$ cat src/rtl/mem_arbiter_if.sv
// Cache/RAM bus bundle for mem_arbiter.
// slave: arbiter view; master: caches + RAM model view.
interface mem_arbiter_if #(
    parameter int ADDR_W = 32,
    parameter int DATA_W = 32
);
    logic              iREN;
    logic [ADDR_W-1:0] iaddr;
    logic              iwait;
    logic [DATA_W-1:0] iload;
    logic              dREN;
    logic              dWEN;
    logic [ADDR_W-1:0] daddr;
    logic [DATA_W-1:0] dstore;
    logic              dwait;
    logic [DATA_W-1:0] dload;
    logic              ramREN;
    logic              ramWEN;
    logic [ADDR_W-1:0] ramaddr;
    logic [DATA_W-1:0] ramstore;
    logic [DATA_W-1:0] ramload;
    logic [1:0]        ramstate;

    modport slave (
        input  iREN, iaddr, dREN, dWEN, daddr, dstore,
        input  ramload, ramstate,
        output iwait, iload, dwait, dload,
        output ramREN, ramWEN, ramaddr, ramstore
    );

    modport master (
        output iREN, iaddr, dREN, dWEN, daddr, dstore,
        output ramload, ramstate,
        input  iwait, iload, dwait, dload,
        input  ramREN, ramWEN, ramaddr, ramstore
    );
endinterface

$ cat src/rtl/mem_arbiter.sv
// I/D cache to single RAM port arbiter, data priority with starvation cap.
// Optional MEM_ARB_STATS_EN adds icount/dcount completion counters.
module mem_arbiter #(
    parameter int ADDR_W       = 32,
    parameter int DATA_W       = 32,
    parameter int STARVE_LIMIT = 4
) (
    input  logic          CLK,
    input  logic          nRST,
    mem_arbiter_if.slave  bus
`ifdef MEM_ARB_STATS_EN
    ,
    output logic [15:0]   icount,
    output logic [15:0]   dcount
`endif
);
    typedef enum logic [1:0] {IDLE, IACC, DACC} state_e;

    localparam logic [1:0] RS_ACCESS = 2'd2;
    localparam logic [1:0] RS_ERROR  = 2'd3;
    localparam logic [7:0] LIMIT     = 8'(STARVE_LIMIT);

    state_e     state_q, state_d;
    logic [7:0] dstreak_q, dstreak_d;

    logic d_req, force_i, i_done, d_done, rs_end;

    assign d_req   = bus.dREN | bus.dWEN;
    assign force_i = bus.iREN && (LIMIT != 8'd0)
                     && (dstreak_q == LIMIT);
    assign rs_end  = (bus.ramstate == RS_ACCESS)
                     || (bus.ramstate == RS_ERROR);
    assign i_done  = (state_q == IACC) && bus.iREN
                     && (bus.ramstate == RS_ACCESS);
    assign d_done  = (state_q == DACC) && d_req
                     && (bus.ramstate == RS_ACCESS);

    // State and streak registers; reset aborts any transaction.
    always_ff @(posedge CLK or negedge nRST) begin
        if (!nRST) begin
            state_q   <= IDLE;
            dstreak_q <= 8'd0;
        end else begin
            state_q   <= state_d;
            dstreak_q <= dstreak_d;
        end
    end

    // Arbitration and transaction sequencing.
    always_comb begin
        state_d   = state_q;
        dstreak_d = dstreak_q;
        unique case (state_q)
            IDLE: begin
                if (d_req && !force_i) begin
                    state_d = DACC;
                    if (!bus.iREN)
                        dstreak_d = 8'd0;
                    else if (dstreak_q != 8'hFF)
                        dstreak_d = dstreak_q + 8'd1;
                end else if (bus.iREN) begin
                    state_d   = IACC;
                    dstreak_d = 8'd0;
                end
            end
            IACC: begin
                if (!bus.iREN || rs_end)
                    state_d = IDLE;
            end
            DACC: begin
                if (!d_req || rs_end)
                    state_d = IDLE;
            end
            default: state_d = IDLE;
        endcase
    end

    // RAM strobes and cache-side completion signals.
    always_comb begin
        bus.ramREN   = 1'b0;
        bus.ramWEN   = 1'b0;
        bus.ramaddr  = '0;
        bus.ramstore = '0;
        bus.iwait    = 1'b1;
        bus.iload    = '0;
        bus.dwait    = 1'b1;
        bus.dload    = '0;
        unique case (state_q)
            IACC: begin
                bus.ramaddr = bus.iaddr;
                bus.ramREN  = bus.iREN
                              && (bus.ramstate != RS_ERROR);
            end
            DACC: begin
                bus.ramaddr = bus.daddr;
                if (bus.dWEN) begin
                    bus.ramWEN   = bus.ramstate != RS_ERROR;
                    bus.ramstore = bus.dstore;
                end else begin
                    bus.ramREN = bus.dREN
                                 && (bus.ramstate != RS_ERROR);
                end
            end
            default: ;
        endcase
        if (i_done) begin
            bus.iwait = 1'b0;
            bus.iload = bus.ramload;
        end
        if (d_done) begin
            bus.dwait = 1'b0;
            bus.dload = bus.ramload;
        end
    end

`ifdef MEM_ARB_STATS_EN
    logic [15:0] icount_q, icount_d;
    logic [15:0] dcount_q, dcount_d;

    // Completion counters, saturating.
    always_ff @(posedge CLK or negedge nRST) begin
        if (!nRST) begin
            icount_q <= 16'd0;
            dcount_q <= 16'd0;
        end else begin
            icount_q <= icount_d;
            dcount_q <= dcount_d;
        end
    end

    // Counter increment on completion cycles.
    always_comb begin
        icount_d = icount_q;
        dcount_d = dcount_q;
        if (i_done && icount_q != 16'hFFFF)
            icount_d = icount_q + 16'd1;
        if (d_done && dcount_q != 16'hFFFF)
            dcount_d = dcount_q + 16'd1;
    end

    assign icount = icount_q;
    assign dcount = dcount_q;
`endif
endmodule
$ cat src/flat_wrapper.sv
// flat-port wrapper written by rule: the top's interface ports become plain ports
module mem_arbiter_flat 
#(
    parameter int ADDR_W       = 32,
    parameter int DATA_W       = 32,
    parameter int STARVE_LIMIT = 4
)
  (CLK, nRST, bus_iREN, bus_iaddr, bus_dREN, bus_dWEN, bus_daddr, bus_dstore, bus_ramload, bus_ramstate, bus_iwait, bus_iload, bus_dwait, bus_dload, bus_ramREN, bus_ramWEN, bus_ramaddr, bus_ramstore);
  mem_arbiter_if #(.ADDR_W(ADDR_W), .DATA_W(DATA_W)) bus_i ();
  input  logic CLK;
  input  logic nRST;
  input wire logic [$bits(bus_i.iREN)-1:0] bus_iREN;
  input wire logic [$bits(bus_i.iaddr)-1:0] bus_iaddr;
  input wire logic [$bits(bus_i.dREN)-1:0] bus_dREN;
  input wire logic [$bits(bus_i.dWEN)-1:0] bus_dWEN;
  input wire logic [$bits(bus_i.daddr)-1:0] bus_daddr;
  input wire logic [$bits(bus_i.dstore)-1:0] bus_dstore;
  input wire logic [$bits(bus_i.ramload)-1:0] bus_ramload;
  input wire logic [$bits(bus_i.ramstate)-1:0] bus_ramstate;
  output wire logic [$bits(bus_i.iwait)-1:0] bus_iwait;
  output wire logic [$bits(bus_i.iload)-1:0] bus_iload;
  output wire logic [$bits(bus_i.dwait)-1:0] bus_dwait;
  output wire logic [$bits(bus_i.dload)-1:0] bus_dload;
  output wire logic [$bits(bus_i.ramREN)-1:0] bus_ramREN;
  output wire logic [$bits(bus_i.ramWEN)-1:0] bus_ramWEN;
  output wire logic [$bits(bus_i.ramaddr)-1:0] bus_ramaddr;
  output wire logic [$bits(bus_i.ramstore)-1:0] bus_ramstore;
  assign bus_i.iREN = bus_iREN;
  assign bus_i.iaddr = bus_iaddr;
  assign bus_i.dREN = bus_dREN;
  assign bus_i.dWEN = bus_dWEN;
  assign bus_i.daddr = bus_daddr;
  assign bus_i.dstore = bus_dstore;
  assign bus_i.ramload = bus_ramload;
  assign bus_i.ramstate = bus_ramstate;
  assign bus_iwait = bus_i.iwait;
  assign bus_iload = bus_i.iload;
  assign bus_dwait = bus_i.dwait;
  assign bus_dload = bus_i.dload;
  assign bus_ramREN = bus_i.ramREN;
  assign bus_ramWEN = bus_i.ramWEN;
  assign bus_ramaddr = bus_i.ramaddr;
  assign bus_ramstore = bus_i.ramstore;
  mem_arbiter #(.ADDR_W(ADDR_W), .DATA_W(DATA_W), .STARVE_LIMIT(STARVE_LIMIT)) u_core (.CLK(CLK), .nRST(nRST), .bus(bus_i));
endmodule
$ cat config.mk
export PLATFORM = sky130hd
export DESIGN_NAME = mem_arbiter_flat
export DESIGN_NICKNAME = d
export VERILOG_FILES = /design/src/rtl/mem_arbiter_if.sv /design/src/rtl/mem_arbiter.sv /design/src/flat_wrapper.sv
export SDC_FILE = /design/constraint.sdc
export NUM_CORES = 1
export LEC_CHECK = 0
export CAP_MARGIN = 20
export CELL_PAD_IN_SITES_DETAIL_PLACEMENT = 0
export CELL_PAD_IN_SITES_GLOBAL_PLACEMENT = 1
export CORE_MARGIN = 3
export CORE_UTILIZATION = 16
export CTS_BUF_LIST = sky130_fd_sc_hd__clkbuf_8
export CTS_CLUSTER_SIZE = 10
export DETAILED_ROUTE_END_ITERATION = 8
export GPL_ROUTABILITY_DRIVEN = 0
export PLACE_DENSITY_LB_ADDON = 0.1
export RECOVER_POWER = 50
export SETUP_SLACK_MARGIN = 0.02
export SLEW_MARGIN = 30
export SYNTH_ARGS = -nofsm -noshare
export SYNTH_HDL_FRONTEND = slang
export SYNTH_SLANG_ARGS = --single-unit
$ cat constraint.sdc
create_clock -name CLK -period 6 [get_ports CLK]
set_clock_uncertainty 0.05 [all_clocks]
set_input_delay 1.2 -clock CLK [delete_from_list [all_inputs] [get_ports CLK]]
set_output_delay 1.2 -clock CLK [all_outputs]
set_load 0.02 [all_outputs]
After elaboration in Yosys (flattened, before gate mapping)
Cells that the tools add are included.
Widths: inputs -> output; s select.
{ "word_totals": {"register_bits": 10, "inputBits": 135, "output_inout_bits": 132, "wordCells": 53} }
{ "op_classes": {"add_sub_neg": 1, "eq_ne": 11, "n_mux": 20, "n_bitwise": 1, "n_reduce_logical": 18} }
{ "op_table": {"columns": ["cell", "n"], "rows": [
  ["$mux 32", 4],
  ["$pmux 32 s2", 1],
  ["$mux 8", 4],
  ["$add 8x1->8 const B", 1],
  ["$eq 8x3->1 const B", 1],
  ["$logic_and 1x1->1", 8],
  ["$mux 2", 4],
  ["$ne 8x8->1 const B", 1],
  ["$eq 2x2->1 const B", 3],
  ["$ne 2x2->1 const B", 3],
  ["$pmux 2 s3", 1],
  ["$reduce_and 3->1", 2],
  ["$mux 1", 5],
  ["$logic_not 1->1", 3],
  ["$logic_or 1x1->1", 3],
  ["$ne 3x2->1 const B", 1],
  ["$ne 3x3->1 const B", 1],
  ["$eq 2x1->1 const B", 1],
  ["$logic_not 2->1", 1],
  ["$pmux 1 s2", 1],
  ["$reduce_bool 2->1", 1],
  ["$or 1x1->1", 1]
]} }

Logic depth before layout (Yosys ltp)
{ "depth": {"word_depth": 6, "mapped_depth": 7, "depth_no_buf": 6} }

Worst setup path before layout
Ideal clock, no wire load.
{ "synth_timing": {"path_kind": "input-to-output", "from": "in bus_iREN", "to": "out bus_iload[22]", "arrival_ns": 2.117, "required_time_ns": 4.750, "slack_ns": 2.633, "path_stages": 5, "path_buffers": 2, "cell_sequence": "buf_2 > nand2_1 > nor2_1 > clkbuf_1 > and2_1"} }
{ "synth_between": {"elab_chain_len": 3} }
{ "synth_lines": {"columns": ["item", "line", "text"], "rows": [
  ["start, declared", "flat_wrapper.sv:12", "input wire logic [$bits(bus_i.iREN)-1:0] bus_iREN;"],
  ["$logic_and 1x1->1", "mem_arbiter.sv:33", "assign i_done = (state_q == IACC) && bus.iREN"],
  ["$logic_and 1x1->1", "mem_arbiter.sv:34", "&& (bus.ramstate == RS_ACCESS);"],
  ["$mux 32", "mem_arbiter.sv:106", "if (i_done) begin"],
  ["end, declared", "flat_wrapper.sv:21", "output wire logic [$bits(bus_i.iload)-1:0] bus_iload;"]
]} }
Every way passes these cells.

Worst setup path in the final report
{ "layout_timing": {"from": "reg u_core.state_q[1]", "to": "out bus_iload[7]"} }
{ "layout_between": {"elab_chain_len": 4} }
{ "layout_lines": {"columns": ["item", "line", "text"], "rows": [
  ["start, declared", "mem_arbiter.sv:23", "state_e state_q, state_d;"],
  ["start signal, assigned", "mem_arbiter.sv:44", "state_q <= state_d;"],
  ["$eq 2x1->1", "mem_arbiter.sv:33", null],
  ["$logic_and 1x1->1", "mem_arbiter.sv:33", null],
  ["$logic_and 1x1->1", "mem_arbiter.sv:34", null],
  ["$mux 32", "mem_arbiter.sv:106", null]
]} }
Every way passes these cells.

==> flow_summary.ini <==
[timing]
rsz0062_at_grt = false
period_share = 0.789
setup_violations = 0
max_slew_margin = 0.349
timing.fmax_mhz = 211
slew_violations = 0
timing_hold_violations_final = 0
fin_ws_ps = 1270
worst_pin_slew_ps = 976
fin_setup_tns_ps = 0
holdWs_ps = 526
fin_crit_ps = 4730

[critical_path]
worstPathRequired_ps = 4750
crit_slowest_cell = clkbuf_1
cp-end-kind = output port
r2r-start = u_core.state_q[1]$_DFFE_PN0P_
crit_buf_inv = 4
criticalPathCategory = reg2out
worstPathArrival_ps = 3480
crit_path_max_fanout = 33
rr_worst_depth = 7
regToRegSetupSlack_ps = 3380
cp_slowest_stage_delay_ps = 790
reg2reg_to = u_core.state_q[1]$_DFFE_PN0P_
setup.worst_path.start_class = register
critPathTopFamily = buffers and inverters
worstPathCellList = inv_1 > ha_1 > clkbuf_1 > nand2_1 > nor2_1 > buf_4 > and2_1 > clkdlybuf4s50_1

[floorplanning]
die_area_mm2 = 0.0132
core-area_mm2 = 0.0115
row_count = 39
io_pins = 267
initial_core_util = 0.165
die_w_um = 115
die-height_um = 115

[cts]
root_buffer = clkbuf_8
cts.sinks = 10
clk_pin_slew_ps = 40
insertion_delay_ps = 230
cts_tree = built
cts_buffers = 3
cts_setup_buffers = 0
cts_buffer_depth = 2
cts_resized = 0
cts_htree_levels = 1
cts_hold_buf = 0

[pwr]
power.internal_uw = 570
power_density_mw_per_mm2 = 236
power_frac_comb = 0.855
clkPwrFrac = 0.061
seqPwrFrac = 0.084
swShare = 0.485
vdd_drop_max_mv = 0.128
leakagePower_uw = 0.00199
p_sw_uw = 537

[detailed_routing]
ant_nets = 0
vias = 2923
detail_route.vias_per_cell = 4.42
drt_pass1_iterations = 5
wl_per_cell_um = 17.0
drcViolationCount = 0
wirelength_um = 11300
drt_iter0_drc = 68

[hold_path]
holdCritPathClass = reg2reg
hold-path-endpoint = u_core.state_q[0]$_DFFE_PN0P_
worstHoldStart = u_core.state_q[0]$_DFFE_PN0P_
holdPathStages = 2

[logic_synthesis]
ys_seq_area_frac = 0.132
synth.avg_cell_area_um2 = 7.04
synthDistinctLibCells = 38
syn-num-nets = 410
ys_ff_latch = 10
syn_area_mm2 = 0.00190
yosys_warnings = 0
syn_inst = 270

[finish]
fin_nets = 661
synthToLayoutAreaGrowth_pct = 147
n_antenna_cell = 0
most-common-layout-cells = 209 x clkdlybuf4s50_1, 65 x and2_1, 57 x dlygate4sd3_1
fin_area_mm2 = 0.00470
fin_util = 0.408
drive_above_1_share = 0.0212
layout_commonest_cell = clkdlybuf4s50_1

[grt]
track_usage = 0.161
grt_pass1_wl_um = 16800
grt_pass1_vias = 2985
antenna_found_initial = 0
grt_overflow_total = 0
grt_start_max_net_pins = 44

[flow_run]
maxCapViolCount = 0

[placement]
post-place-ws_ps = 1370
postPlaceCellArea_mm2 = 0.00468
hpwl_um = 9500
io_buffer_count = 266

[status]
outcome = finished clean
==> state kept, by name, indices dropped and copies added (netlist names) <==
name / flops
u_core.dstreak_q: 8
u_core.state_q: 2
==> final cells by class <==
class / count / area, µm²
flip-flops and latches: 10 / 250
fillers: 1206 / 6820
well taps: 143 / 179
multi-input cells: 226 / 1500
clock buffers: 3 / 41.3
inverters: 9 / 33.8
repair buffers: 271 / 2700
==> power by group through the flow <==
| stage | Sequential, µW | Clock, µW | Combinational (µW) |
|---|---|---|---|
| after detailed placement | 94.7 | 0 | 1010 |
| after global placement | 94.7 | 0 | 1010 |
| final | 93.1 | 67.9 | 947 |
| after CTS | 93.7 | 70.7 | 1020 |
| after floorplan | 90.4 | 0 | 554 |
| after global routing | 95.9 | 76.4 | 1030 |
==> synth_stat cells <==
master,number,share of area
a21bo_1,1,0.0053
a21oi_1,9,0.024
a221o_1,1,0.0053
a22oi_1,32,0.13
a2bb2oi_1,1,0.0046
a31oi_1,2,0.0066
a31oi_4,1,0.011
a32o_1,1,0.0053
a41oi_1,1,0.0046
and2_1,65,0.21
and3_1,35,0.12
and3_4,1,0.0059
buf_2,1,0.0026
buf_6,1,0.0059
clkbuf_1,23,0.045
dfrtp_1,10,0.13
ha_1,5,0.033
inv_1,9,0.018
mux2i_1,1,0.0053
nand2_1,6,0.012
nand2b_1,1,0.0033
nand3_1,2,0.0053
nand3b_1,1,0.0040
nand4_1,1,0.0033
nand4_2,1,0.0066
nor2_1,5,0.0099
nor2b_1,34,0.11
nor3_1,1,0.0026
nor4_4,1,0.011
o2111a_1,1,0.0059
o211a_1,1,0.0053
o21ai_0,4,0.011
o21ai_1,3,0.0079
o22ai_1,2,0.0066
o2bb2ai_1,1,0.0046
o31a_1,1,0.0046
o31ai_1,3,0.012
or2_1,1,0.0033
==> how the worst max path moves through the flow <==
| stage | start | endpoint | cells after the start |
|---|---|---|---|
| 2_1_floorplan | bus_iREN | bus_iload[22] | 5 |
| 3_3_place_gp | bus_dWEN | bus_dload[13] | 7 |
| 3_5_place_dp | bus_dWEN | bus_dload[16] | 7 |
| 4_1_cts | bus_dWEN | bus_dload[16] | 7 |
| 5_1_grt | u_core.state_q[1]$_DFFE_PN0P_ | bus_iload[21] | 8 |
| 6_report | u_core.state_q[1]$_DFFE_PN0P_ | bus_iload[7] | 8 |
==> routing by layer <==
layer | global-route usage | share of wire | routed length [µm] | vias up
li1 | - | - | - | 1450
met1 | 0.154 | 0.33 | 3680 | 1334
met2 | 0.333 | 0.58 | 6510 | 130
met3 | 0.0521 | 0.087 | 978 | 9
met4 | 0.0243 | 0.0093 | 105 | 0
met5 | 0 | 0 | 0 | -
==> kinds of logic (layout without fill, tap and decap cells) <==
group	count (synthesis)	after routing	share of synthesized area
AO/OA/AOI/OAI	65	65	0.250
adder cells (fa/ha/maj)	5	5	0.0329
buffers and inverters	34	283	0.0718
flip-flops	10	10	0.132
multiplexers	1	1	0.00527
AND/OR/NAND/NOR	155	155	0.508
==> worst reg2reg max path: cells and delay by family (launching register included) <==
kind / cells / cell delay [ps]
buffers and inverters: 2 / 880
DFF: 1 / 410
adders and majority gates: 1 / 540
AOI/OAI and AO/OA: 4 / 630
==> stage by stage <==
step,total power [µW],std cells
global route,1200,662
global placement,1110,659
floorplan,645,270
CTS,1180,662
detailed placement,1110,659
finish,1110,662
No activity file was read; power rests on OpenSTA's default activity.
